===== src/rtl/ibex_mem_port_arbiter.sv =====
// ibex_mem_port_arbiter
// Shares the single external memory port between instruction fetch and the
// load/store unit. Data accesses win by default, a starvation counter lets a
// waiting fetch through, and an owner FIFO steers the in-order responses back
// to whichever requester issued each transaction.
module ibex_mem_port_arbiter #(
  parameter int unsigned MaxOutstanding = 2,
  parameter int unsigned StarveLimit    = 4
) (
  input  logic        clk_i,
  input  logic        rst_ni,

  input  logic        instr_req_i,
  input  logic [31:0] instr_addr_i,
  output logic        instr_gnt_o,
  output logic        instr_rvalid_o,
  output logic [31:0] instr_rdata_o,
  output logic        instr_err_o,

  input  logic        data_req_i,
  input  logic [31:0] data_addr_i,
  input  logic        data_we_i,
  input  logic [3:0]  data_be_i,
  input  logic [31:0] data_wdata_i,
  output logic        data_gnt_o,
  output logic        data_rvalid_o,
  output logic [31:0] data_rdata_o,
  output logic        data_err_o,

  output logic        bus_req_o,
  output logic [31:0] bus_addr_o,
  output logic        bus_we_o,
  output logic [3:0]  bus_be_o,
  output logic [31:0] bus_wdata_o,
  input  logic        bus_gnt_i,
  input  logic        bus_rvalid_i,
  input  logic [31:0] bus_rdata_i,
  input  logic        bus_err_i,

  output logic        busy_o,
  output logic        resp_unexpected_o
);

  // A depth of one still needs a one-bit pointer so the array index is legal.
  localparam int unsigned PtrW    = (MaxOutstanding > 1) ? $clog2(MaxOutstanding) : 1;
  localparam int unsigned CntW    = $clog2(MaxOutstanding + 1);
  localparam int unsigned StarveW = $clog2(StarveLimit + 1);

  localparam logic [PtrW-1:0]    PtrLast   = PtrW'(MaxOutstanding - 1);
  localparam logic [CntW-1:0]    CntFull   = CntW'(MaxOutstanding);
  localparam logic [StarveW-1:0] StarveMax = StarveW'(StarveLimit);

  typedef enum logic {
    OwnerInstr = 1'b0,
    OwnerData  = 1'b1
  } owner_e;

  // The lock remembers who was on the bus when a request went unanswered, so
  // the address phase cannot change under a stalled request.
  typedef enum logic [1:0] {
    LockIdle  = 2'b00,
    LockInstr = 2'b01,
    LockData  = 2'b10
  } lock_state_e;

  lock_state_e        lock_q, lock_d;

  logic               sel_valid;
  owner_e             sel_owner;
  logic               sel_req;
  logic               starve_win;
  logic               bus_fire;

  logic               owner_q [MaxOutstanding];
  logic [PtrW-1:0]    wr_ptr_q, rd_ptr_q;
  logic [CntW-1:0]    fifo_cnt_q;
  logic               fifo_full, fifo_empty;
  logic               fifo_push, fifo_pop;
  owner_e             head_owner;
  logic               resp_valid;

  logic [StarveW-1:0] starve_cnt_q;
  logic               unexpected_q;

  // Wrap-around increment for the owner FIFO pointers.
  function automatic logic [PtrW-1:0] ptr_inc(input logic [PtrW-1:0] ptr);
    if (ptr == PtrLast) begin
      return '0;
    end
    return ptr + 1'b1;
  endfunction

  assign fifo_full  = (fifo_cnt_q == CntFull);
  assign fifo_empty = (fifo_cnt_q == '0);

  // A fetch that has lost StarveLimit times in a row overrides data priority.
  assign starve_win = instr_req_i && (starve_cnt_q == StarveMax);

  // Pick the requester that owns the address phase this cycle.
  always_comb begin
    sel_valid = 1'b0;
    sel_owner = OwnerInstr;
    unique case (lock_q)
      LockInstr: begin
        sel_valid = 1'b1;
        sel_owner = OwnerInstr;
      end
      LockData: begin
        sel_valid = 1'b1;
        sel_owner = OwnerData;
      end
      default: begin
        if (data_req_i && !starve_win) begin
          sel_valid = 1'b1;
          sel_owner = OwnerData;
        end else if (instr_req_i) begin
          sel_valid = 1'b1;
          sel_owner = OwnerInstr;
        end
      end
    endcase
  end

  assign sel_req   = sel_valid && ((sel_owner == OwnerData) ? data_req_i : instr_req_i);
  assign bus_req_o = sel_req && !fifo_full;
  assign bus_fire  = bus_req_o && bus_gnt_i;

  // Grants only reach the requester whose address is currently on the bus.
  assign instr_gnt_o = bus_fire && (sel_owner == OwnerInstr);
  assign data_gnt_o  = bus_fire && (sel_owner == OwnerData);

  // Drive the address phase from the selected requester; fetches are always
  // full-word reads.
  always_comb begin
    bus_addr_o  = instr_addr_i;
    bus_we_o    = 1'b0;
    bus_be_o    = 4'b1111;
    bus_wdata_o = 32'h0;
    if (sel_owner == OwnerData) begin
      bus_addr_o  = data_addr_i;
      bus_we_o    = data_we_i;
      bus_be_o    = data_be_i;
      bus_wdata_o = data_wdata_i;
    end
  end

  // Lock on an ungranted request and release it on the grant; if a requester
  // withdraws without a grant the lock simply stays where it is.
  always_comb begin
    lock_d = lock_q;
    if (bus_fire) begin
      lock_d = LockIdle;
    end else if (bus_req_o) begin
      lock_d = (sel_owner == OwnerData) ? LockData : LockInstr;
    end
  end

  // Lock state register.
  always_ff @(posedge clk_i or negedge rst_ni) begin
    if (!rst_ni) begin
      lock_q <= LockIdle;
    end else begin
      lock_q <= lock_d;
    end
  end

  assign fifo_push  = bus_fire;
  assign fifo_pop   = bus_rvalid_i && !fifo_empty;
  assign head_owner = owner_e'(owner_q[rd_ptr_q]);

  // Owner FIFO: one entry per granted transaction, retired by each response.
  always_ff @(posedge clk_i or negedge rst_ni) begin
    if (!rst_ni) begin
      for (int i = 0; i < int'(MaxOutstanding); i++) begin
        owner_q[i] <= 1'b0;
      end
      wr_ptr_q   <= '0;
      rd_ptr_q   <= '0;
      fifo_cnt_q <= '0;
    end else begin
      if (fifo_push) begin
        owner_q[wr_ptr_q] <= sel_owner;
        wr_ptr_q          <= ptr_inc(wr_ptr_q);
      end
      if (fifo_pop) begin
        rd_ptr_q <= ptr_inc(rd_ptr_q);
      end
      unique case ({fifo_push, fifo_pop})
        2'b10:   fifo_cnt_q <= fifo_cnt_q + 1'b1;
        2'b01:   fifo_cnt_q <= fifo_cnt_q - 1'b1;
        default: fifo_cnt_q <= fifo_cnt_q;
      endcase
    end
  end

  // Responses go straight through to the head owner; a response with nothing
  // outstanding is swallowed.
  assign resp_valid     = fifo_pop;
  assign instr_rvalid_o = resp_valid && (head_owner == OwnerInstr);
  assign data_rvalid_o  = resp_valid && (head_owner == OwnerData);
  assign instr_err_o    = instr_rvalid_o && bus_err_i;
  assign data_err_o     = data_rvalid_o && bus_err_i;
  assign instr_rdata_o  = bus_rdata_i;
  assign data_rdata_o   = bus_rdata_i;

  // Count consecutive cycles a waiting fetch loses to data, cleared when the
  // fetch is finally granted.
  always_ff @(posedge clk_i or negedge rst_ni) begin
    if (!rst_ni) begin
      starve_cnt_q <= '0;
    end else if (instr_gnt_o) begin
      starve_cnt_q <= '0;
    end else if (instr_req_i && sel_valid && (sel_owner == OwnerData) &&
                 (starve_cnt_q != StarveMax)) begin
      starve_cnt_q <= starve_cnt_q + 1'b1;
    end
  end

  // Sticky flag for a response that arrived with no transaction outstanding.
  always_ff @(posedge clk_i or negedge rst_ni) begin
    if (!rst_ni) begin
      unexpected_q <= 1'b0;
    end else if (bus_rvalid_i && fifo_empty) begin
      unexpected_q <= 1'b1;
    end
  end

  assign resp_unexpected_o = unexpected_q;
  assign busy_o            = !fifo_empty;

endmodule

===== config.mk =====
export PLATFORM = sky130hd
export DESIGN_NAME = ibex_mem_port_arbiter
export DESIGN_NICKNAME = d
export VERILOG_FILES = /design/src/rtl/ibex_mem_port_arbiter.sv
export SDC_FILE = /design/constraint.sdc
export NUM_CORES = 1
export LEC_CHECK = 0
export CAP_MARGIN = 30
export CORE_AREA = 2 2 109 111
export DETAILED_ROUTE_END_ITERATION = 12
export DIE_AREA = 0 0 111 113
export GPL_TIMING_DRIVEN = 0
export PLACE_DENSITY = 0.66
export SYNTH_ARGS = -nofsm -noshare
export SYNTH_HDL_FRONTEND = slang
export SYNTH_SLANG_ARGS = --single-unit

===== constraint.sdc =====
create_clock -name clk_i -period 2.6 [get_ports clk_i]
set_input_delay 0.52 -clock clk_i [delete_from_list [all_inputs] [get_ports clk_i]]
set_output_delay 0.52 -clock clk_i [all_outputs]
set_load 0.005 [all_outputs]

======== Word-level counts from Yosys, hierarchy flattened ========
Index checks and enable logic that the tools add are counted.
operators by class
  eq/ne operators ......................... 7
  order comparisons ....................... 3
  muxes and demuxes ....................... 30
  reduce and logical (&&, ||, !) cells .... 25
  bitwise logic cells ..................... 4
  add/subtract/negate cells ............... 5
operator list
  cell                   number
  $mux W32               2
  $mux W1                18
  $logic_and A1 B1 Y1    17
  $eq A2 B2 Y1 const B   3
  $mux W2                3
  $mux W3                2
  $reduce_bool A2 Y1     3
  $eq A2 B1 Y1 const B   2
  $ge A2 B2 Y1 const B   2
  $mux W4                1
  $not A1 Y2             2
  $pmux W2 S2            1
  $add A3 B1 Y3 const B  1
  $eq A3 B3 Y1 const B   1
  $logic_not A1 Y1       3
  $ne A3 B3 Y1 const B   1
  $add A1 B1 Y1 const B  2
  $add A2 B1 Y2 const B  1
  $bwmux W2              1
  $logic_not A2 Y1       1
  $lt A2 B1 Y1 const B   1
  $not A1 Y1             2
  $pmux W1 S2            1
  $reduce_or A2 Y1       1
  2 further kinds        2
word-level totals
  input port bits ......................... 140
  output and inout port bits .............. 142
  flip-flop bits (word level) ............. 12

======== Depth between registers and ports, before layout ========
Gate-level depths: netlist (run 1).
  depth in word-level cells ............... 12
  depth in mapped cells ................... 10

======== Worst setup path before layout (run 1) ========
No wires, ideal clock.
  path type ............................... reg2out
  start point ............................. register lock_q[0]
  end point ............................... output port bus_addr_o[0]
  data arrival time ....................... 1.764 ns
  stages on the path, launching flop included .. 8
  path slack .............................. 0.316 ns
  cells stage by stage .................... dfrtp_1 inv_1 ha_1 mux2_2 o21ai_2 clkbuf_8 buf_6 mux2_2
between the ends
  word-level cells in the longest chain between the ends .. 3
ends and longest elaborated chain
  what                                                 line  text
  start, declared                                      66    lock_state_e lock_q, lock_d;
  start signal, assigned                               161   lock_q <= LockIdle;
  start signal, assigned                               163   lock_q <= lock_d;
  $eq A2 B2 Y1 / $eq A2 B1 Y1 (equally long branches)  103   unique case (lock_q)
  $pmux W1 S2 *                                        103
  $mux W32 *                                           139   if (sel_owner == OwnerData) begin
  end, declared                                        31    output logic [31:0] bus_addr_o,
Every way passes the cells marked *; elsewhere a longest branch is shown, timed or not.

======== Final worst setup path (run 1) ========
  start point ............................. register lock_q[0]
  end point ............................... output port bus_addr_o[3]
The elaborated chain is that of the path after synthesis.

==> results of run 1 <==
registers in the layout, summed over array words and instances (netlist names):
signal and cells:
wr_ptr_q 1, resp_unexpected_o 1, rd_ptr_q 1, owner_q 2, fifo_cnt_q 2, lock_q 2, starve_cnt_q 3
cells in the final DEF (no fill, tap or decap), types with 2 or more instances in the layout:
cell type          n
clkdlybuf4s50_1  185
buf_4             77
buf_6             45
mux2_4            33
nor2b_1           28
clkdlybuf4s15_1   13
dfrtp_1           12
nor2_1            11
buf_2             10
clkbuf_2           8
buf_8              6
inv_1              5
and2b_1            5
xnor2_1            5
nand2_1            3
buf_12             3
or2_2              3
mux2i_1            3
ha_1               3
clkbuf_16          3
and3_1             2
mux2_2             2
xor2_1             2
o21ai_0            2
dlygate4sd2_1      2
layout make-up:
class | count | area, um2 | area share [%]
well taps | 143 | 179 | 3.56
multi-input cells | 120 | 1120 | 22.4
plain buffers | 73 | 586 | 11.7
clock buffers | 3 | 75.1 | 1.49
repair buffers | 276 | 2740 | 54.5
inverters | 6 | 22.5 | 0.448
flip-flops and latches | 12 | 300 | 5.97
what timing repair did:
item,CTS,global route
hold buffers,0,0
buffers inserted,24,3
gates resized for setup,280,35
pin swaps,1,2
endpoints found under the setup margin,72,69
gates cloned,1,0
worst register-to-register path, cell delays in order, from the launching register on:
cell and delay, ns:
dfrtp_1 0.36, inv_2 0.05, ha_4 0.27, nand2b_1 0.12, a21oi_1 0.12, or3_1 0.38
buf_2 0.16, ha_1 0.21, xnor2_1 0.17, nor2_1 0.07, xor2_1 0.14
metrics by stage:
step	cells	hold slack, ns	setup slack (ns)	area [um2]	total power [mW]
after CTS	631	0.461	-0.135	4950	3.82
final	633	0.455	-0.0731	5030	3.94
after floorplan	212	0.224	0.316	1860	1.52
after global routing	633	0.484	-0.158	5030	4.20
after detailed placement	603	0.452	-0.568	4520	2.86
after global placement	603	0.440	-0.546	4520	2.83
power groups by stage:
stage | logic (mW) | registers (mW) | clock network (mW)
2_1_floorplan | 1.19 | 0.325 | 0
3_3_place_gp | 2.50 | 0.335 | 0
3_5_place_dp | 2.52 | 0.340 | 0
4_1_cts | 3.20 | 0.343 | 0.286
5_1_grt | 3.56 | 0.352 | 0.293
6_report | 3.32 | 0.341 | 0.276
per-layer routing:
metal	vias to the layer above	routed length [um]	global-route usage, %
met5	-	0	0
met1	1106	3360	13.8
met3	7	668	2.84
met2	138	5210	28.1
li1	1179	-	-
met4	0	86	2.08
cell families (layout without fill, tap and decap cells):
kind of cell / after synthesis / in the layout / synth area share (%)
flip-flops: 12 / 12 / 16.2
XOR/XNOR: 7 / 7 / 3.30
AO/OA/AOI/OAI: 7 / 7 / 2.83
buffers and inverters: 80 / 358 / 31.6
multiplexers: 38 / 38 / 22.8
AND/OR/NAND/NOR: 64 / 64 / 20.6
adder cells (fa/ha/maj): 4 / 4 / 2.69
worst paths after layout:
| check | from | slack (ns) | end |
|---|---|---|---|
| min in group asynchronous | rst_ni | 0.64 | resp_unexpected_o$_DFFE_PN0P_ |
| setup / recovery | lock_q[0]$_DFFE_PN0P_ | -0.07 | bus_addr_o[3] |
| max in group asynchronous | rst_ni | 1.61 | lock_q[1]$_DFFE_PN0P_ |
| hold / removal | resp_unexpected_o$_DFFE_PN0P_ | 0.46 | resp_unexpected_o$_DFFE_PN0P_ |
| setup reg to reg | lock_q[0]$_DFFE_PN0P_ | 0.44 | fifo_cnt_q[1]$_DFFE_PN0P_ |
| hold reg to reg | resp_unexpected_o$_DFFE_PN0P_ | 0.46 | resp_unexpected_o$_DFFE_PN0P_ |
==> key figures, run 1 <==
Critical path
  – Crit Path Category: register to output pin
  – Startpoint Class: register
  – Worst EP required: 2.08 ns
  – Maximum fanout along the worst path: 6
  – CP max-delay cell: dfrtp_1
  – Critical path depth: 9
  – Critical path's top delay family: multiplexers
  – CP endpoint kind: output pin
  – CP bufs+invs: 5
  – Critical Path Max Stage Delay: 0.36 ns
  – Worst EP arrival: 2.15 ns
  – Cell breakdown of the critical path: inv_2 -> ha_4 -> mux2_4 -> o21ai_4 -> buf_8 -> buf_8 -> buf_12 -> mux2_4 -> buf_6
  – R2R cell count: 10

Timing
  – Setup violators final: 36
  – Final Hold Vio Count: 0
  – Pins Over Slew Limit: 0
  – Fmax: 0.374 GHz
  – Final setup margin: -0.0731 ns
  – Period minus WS final: 2.67 ns
  – Tightest Pin Transition: 0.538 ns
  – Crit share post-route: 103%
  – Relative slew slack: 64.0%
  – Post-route setup TNS: -1.43 ns
  – Unrepaired setup endpoints after global routing: yes
  – Layout Skew: 0.000827 ns

Power
  – Cell Pwr Density: 784 nW/um2
  – Part of the power in combinational logic: 84.3%
  – Max rail drop VDD: 0.000351 V
  – Sw Ratio: 32.9%
  – Static Leakage: 2.33 nW
  – Int Pwr: 2.64 mW
  – Clock power share: 7.0%
  – Switching pwr: 1.30 mW
  – Sequential group share of total power: 8.7%

Finish
  – Layout cells sized above 1: 40.8%
  – Fill cells: 1039
  – Final #Nets: 636
  – Antenna Cells: 0
  – Util after Layout: 44.6%
  – P&R area growth vs syn: 170%

Yosys
  – Area contributors post-synth: buf_4 26%, mux2_2 21%, dfrtp_1 16%
  – Synth warn: 0
  – Most frequent cell after synthesis: buf_4
  – Register area share after synthesis: 16.2%
  – Mapped Cells: 212
  – Top cells by count, synth: 64 x buf_4, 35 x mux2_2, 28 x nor2b_1, 12 x dfrtp_1, 11 x nor2_1
  – Most used DFF post-synth: dfrtp_1
  – Share of the synthesized area in the top cell type: 25.8%
  – Post-synth ARST share: 100%
  – Unique masters post-synth: 35
  – Syn_area_per_cell: 8.77 um2
  – Post-synth EDFFs: 0
  – Mapped Area: 1860 um2
  – Register bit count reported by yosys: 12
  – Post-synth top area cell: buf_4
  – Syn nets: 356

CTS
  – Root Buffer: clkbuf_16
  – Clk slew on worst S/H paths: 0.04 ns
  – Number of H-tree levels: 1
  – Clock Path Buffers: 2
  – CTS tree: done
  – Clock Sink Count: 12
  – Worst-Skew Late Latency: 0.24 ns
  – CTS buffer count: 3

Floorplan
  – Die Area: 12500 um2
  – Core area: 11300 um2
  – Die width: 111 um
  – IO Pins: 282
  – Starting Density: 16.5%
  – # rows: 39
  – DIE HEIGHT: 113 um

GRT
  – Total Routing Usage GR: 13.4%
  – Grt total ovfl: 0
  – Vias in the first global route: 2561
  – Initial antenna violation count: 0
  – First-pass GRT wire length: 13700 um
  – Largest net degree at the start of global routing: 13

Place
  – Gpl congestion: 0.870
  – HPWL after DPL: 7840 um
  – Port-buffer cells: 248

Status
  – Status: finished, violations left
  – Violated checks: setup timing

Worst hold path
  – Min-Delay Path Depth: 1
  – Hold WC Path Type: register to register

Detailed routing
  – Total number of vias: 2430
  – Initial DRC Count: 36
  – DR WL/cell: 14.7 um
  – Drt drc: 0
  – DRT Pass-1 Iters: 4
  – Avg Vias per Cell: 3.84
  – Total wire length: 9320 um
  – Post-route ant nets: 0

Job
  – Max_cap viols: 0
No activity file was read; power rests on OpenSTA's default activity.
==> run 2, diff against run 1 <==
--- a/config.mk
+++ b/config.mk
@@ -5,6 +5,7 @@
 export SDC_FILE = /design/constraint.sdc
 export NUM_CORES = 1
 export LEC_CHECK = 0
+export ABC_CLOCK_PERIOD_IN_PS = 2600
 export CAP_MARGIN = 30
 export CORE_AREA = 2 2 109 111
 export DETAILED_ROUTE_END_ITERATION = 12
==> results of run 2 <==
The final DEF is identical to that of run 1; final timing and power are the same.
==> run 3, diff against run 2 <==
--- a/config.mk
+++ b/config.mk
@@ -15,3 +15,4 @@
 export SYNTH_ARGS = -nofsm -noshare
 export SYNTH_HDL_FRONTEND = slang
 export SYNTH_SLANG_ARGS = --single-unit
+export TNS_END_PERCENT = 1
==> run 3 against run 2 <==
Effect of this change:
- sequential share of layout area increased by 0.27 points
- core utilization down 1.9 points
- the run still ends with setup timing left
- fmax rose by 0.22%
- sequential power hardly changed
- worst hold slack about the same
- power is 7.6% lower
- wire length is 1.7% lower
- first-iteration DRC count increased by 14%
- global-route usage is 0.19 points lower
- final cell count is 1.1% lower
==> key figures, run 3 (same netlist as run 1, synthesis figures left out) <==
Floorplan
  – Die width: 111 um
  – IO Pins: 282
  – DIE HEIGHT: 113 um
  – # rows: 39
  – Starting Density: 16.5%
  – Die Area: 12500 um2
  – Core area: 11300 um2

Timing
  – Layout Skew: 0.000832 ns
  – Pins Over Slew Limit: 0
  – Fmax: 0.375 GHz
  – Crit share post-route: 103%
  – Hold Slack: 0.455 ns
  – Period minus WS final: 2.67 ns
  – Relative slew slack: 64.1%
  – Post-route setup TNS: -1.32 ns
  – Final Hold Vio Count: 0
  – Unrepaired setup endpoints after global routing: yes
  – Tightest Pin Transition: 0.537 ns
  – Setup violators final: 35
  – Final setup margin: -0.0673 ns

Worst hold path
  – Hold WC Path Type: register to register
  – Min-Delay Path Depth: 1

CTS
  – Clk slew on worst S/H paths: 0.04 ns
  – Worst-Skew Late Latency: 0.24 ns
  – Root Buffer: clkbuf_16
  – Clock Path Buffers: 2
  – CTS tree: done
  – Number of H-tree levels: 1
  – CTS buffer count: 3
  – Clock Sink Count: 12

Place
  – Port-buffer cells: 248
  – Placed Instances: 603
  – Gpl congestion: 0.870
  – HPWL after DPL: 7840 um
  – Place WS: -0.568 ns

Status
  – Violated checks: setup timing
  – Status: finished, violations left

GRT
  – Grt total ovfl: 0
  – Initial antenna violation count: 0
  – First-pass GRT wire length: 13500 um
  – Vias in the first global route: 2510
  – Largest net degree at the start of global routing: 13
  – Total Routing Usage GR: 13.3%

Power
  – Cell Pwr Density: 758 nW/um2
  – Clock power share: 7.6%
  – Max rail drop VDD: 0.000349 V
  – Part of the power in combinational logic: 83.1%
  – Sw Ratio: 34.0%
  – Static Leakage: 2.25 nW
  – Int Pwr: 2.41 mW
  – Sequential group share of total power: 9.4%
  – Switching pwr: 1.24 mW

Critical path
  – R2R cell count: 10
  – CP endpoint kind: output pin
  – Maximum fanout along the worst path: 10
  – Startpoint Class: register
  – Crit Path Category: register to output pin
  – Worst EP arrival: 2.15 ns
  – Worst EP required: 2.08 ns

Detailed routing
  – Post-route ant nets: 0
  – Initial DRC Count: 41
  – Total wire length: 9170 um
  – Total number of vias: 2402
  – Avg Vias per Cell: 3.84
  – Drt drc: 0
  – DRT Pass-1 Iters: 2
  – DR WL/cell: 14.6 um

Finish
  – Antenna Cells: 0
  – Biggest register: starve_cnt_q
  – P&R area growth vs syn: 159%
  – Final #Nets: 629
  – Number of flip-flops in the largest register: 3
  – Commonest non-fill, non-tap cell in the layout: clkdlybuf4s50_1
  – Final cell count without fillers: 626
  – Layout cells sized above 1: 42.9%
  – Most frequent cells in the layout: 184 x clkdlybuf4s50_1, 76 x buf_4, 33 x clkbuf_2, 32 x buf_6, 28 x nor2b_1
  – Util after Layout: 42.6%

Job
  – Max_cap viols: 0
[run 3: area by class of cell]
cell class                 instances  area, um2
tap                              143        179
fill                            1068       6460
clock buffer                       3       75.1
buffer                            74        597
multi-input combinational        120       1100
timing repair buffer             268       2530
inverter                           6       22.5
sequential                        12        300
[run 3: power by group through the flow]
| stage | Combinational [mW] | Sequential [mW] | Clock (mW) |
|---|---|---|---|
| after global routing | 3.24 | 0.352 | 0.293 |
| final | 3.03 | 0.341 | 0.276 |
| after detailed placement | 2.52 | 0.340 | 0 |
| after CTS | 2.83 | 0.343 | 0.286 |
| after global placement | 2.50 | 0.335 | 0 |
| after floorplan | 1.19 | 0.325 | 0 |
[run 3: timing repair]
| item | CTS | global route |
|---|---|---|
| gates cloned | 1 | 0 |
| resized for setup | 208 | 90 |
| pin swaps | 1 | 2 |
| hold buffers | 0 | 0 |
| endpoints found under the setup margin | 72 | 69 |
| buffers inserted | 15 | 4 |
[run 3: worst paths after layout]
check | from | end | slack, ns
min in group asynchronous | rst_ni | resp_unexpected_o$_DFFE_PN0P_ | 0.64
hold reg to reg | resp_unexpected_o$_DFFE_PN0P_ | resp_unexpected_o$_DFFE_PN0P_ | 0.46
max in group asynchronous | rst_ni | lock_q[1]$_DFFE_PN0P_ | 1.61
setup / recovery | lock_q[0]$_DFFE_PN0P_ | bus_wdata_o[31] | -0.07
hold / removal | resp_unexpected_o$_DFFE_PN0P_ | resp_unexpected_o$_DFFE_PN0P_ | 0.46
setup reg to reg | lock_q[0]$_DFFE_PN0P_ | fifo_cnt_q[1]$_DFFE_PN0P_ | 0.44
[run 3: stage by stage]
stage	power [mW]	area [um2]
2_1_floorplan	1.52	1860
3_3_place_gp	2.83	4520
3_5_place_dp	2.86	4520
4_1_cts	3.46	4750
5_1_grt	3.88	4810
6_report	3.64	4810
[run 3: metal layers]
metal  vias up  share of wire (%)  track usage (%)
met1      1095                 36             13.5
li1       1165                  -                -
met5         -                  0                0
met3         9                7.3             3.11
met2       133                 55             27.5
met4         0                1.1             2.25
[run 3: worst max-delay path, cell delays in order, from the launching register on]
cell,delay [ns]
dfrtp_1,0.36
inv_2,0.05
ha_4,0.27
mux2_4,0.32
o21ai_4,0.07
buf_4,0.19
and2b_1,0.19
clkdlybuf4s50_1,0.45
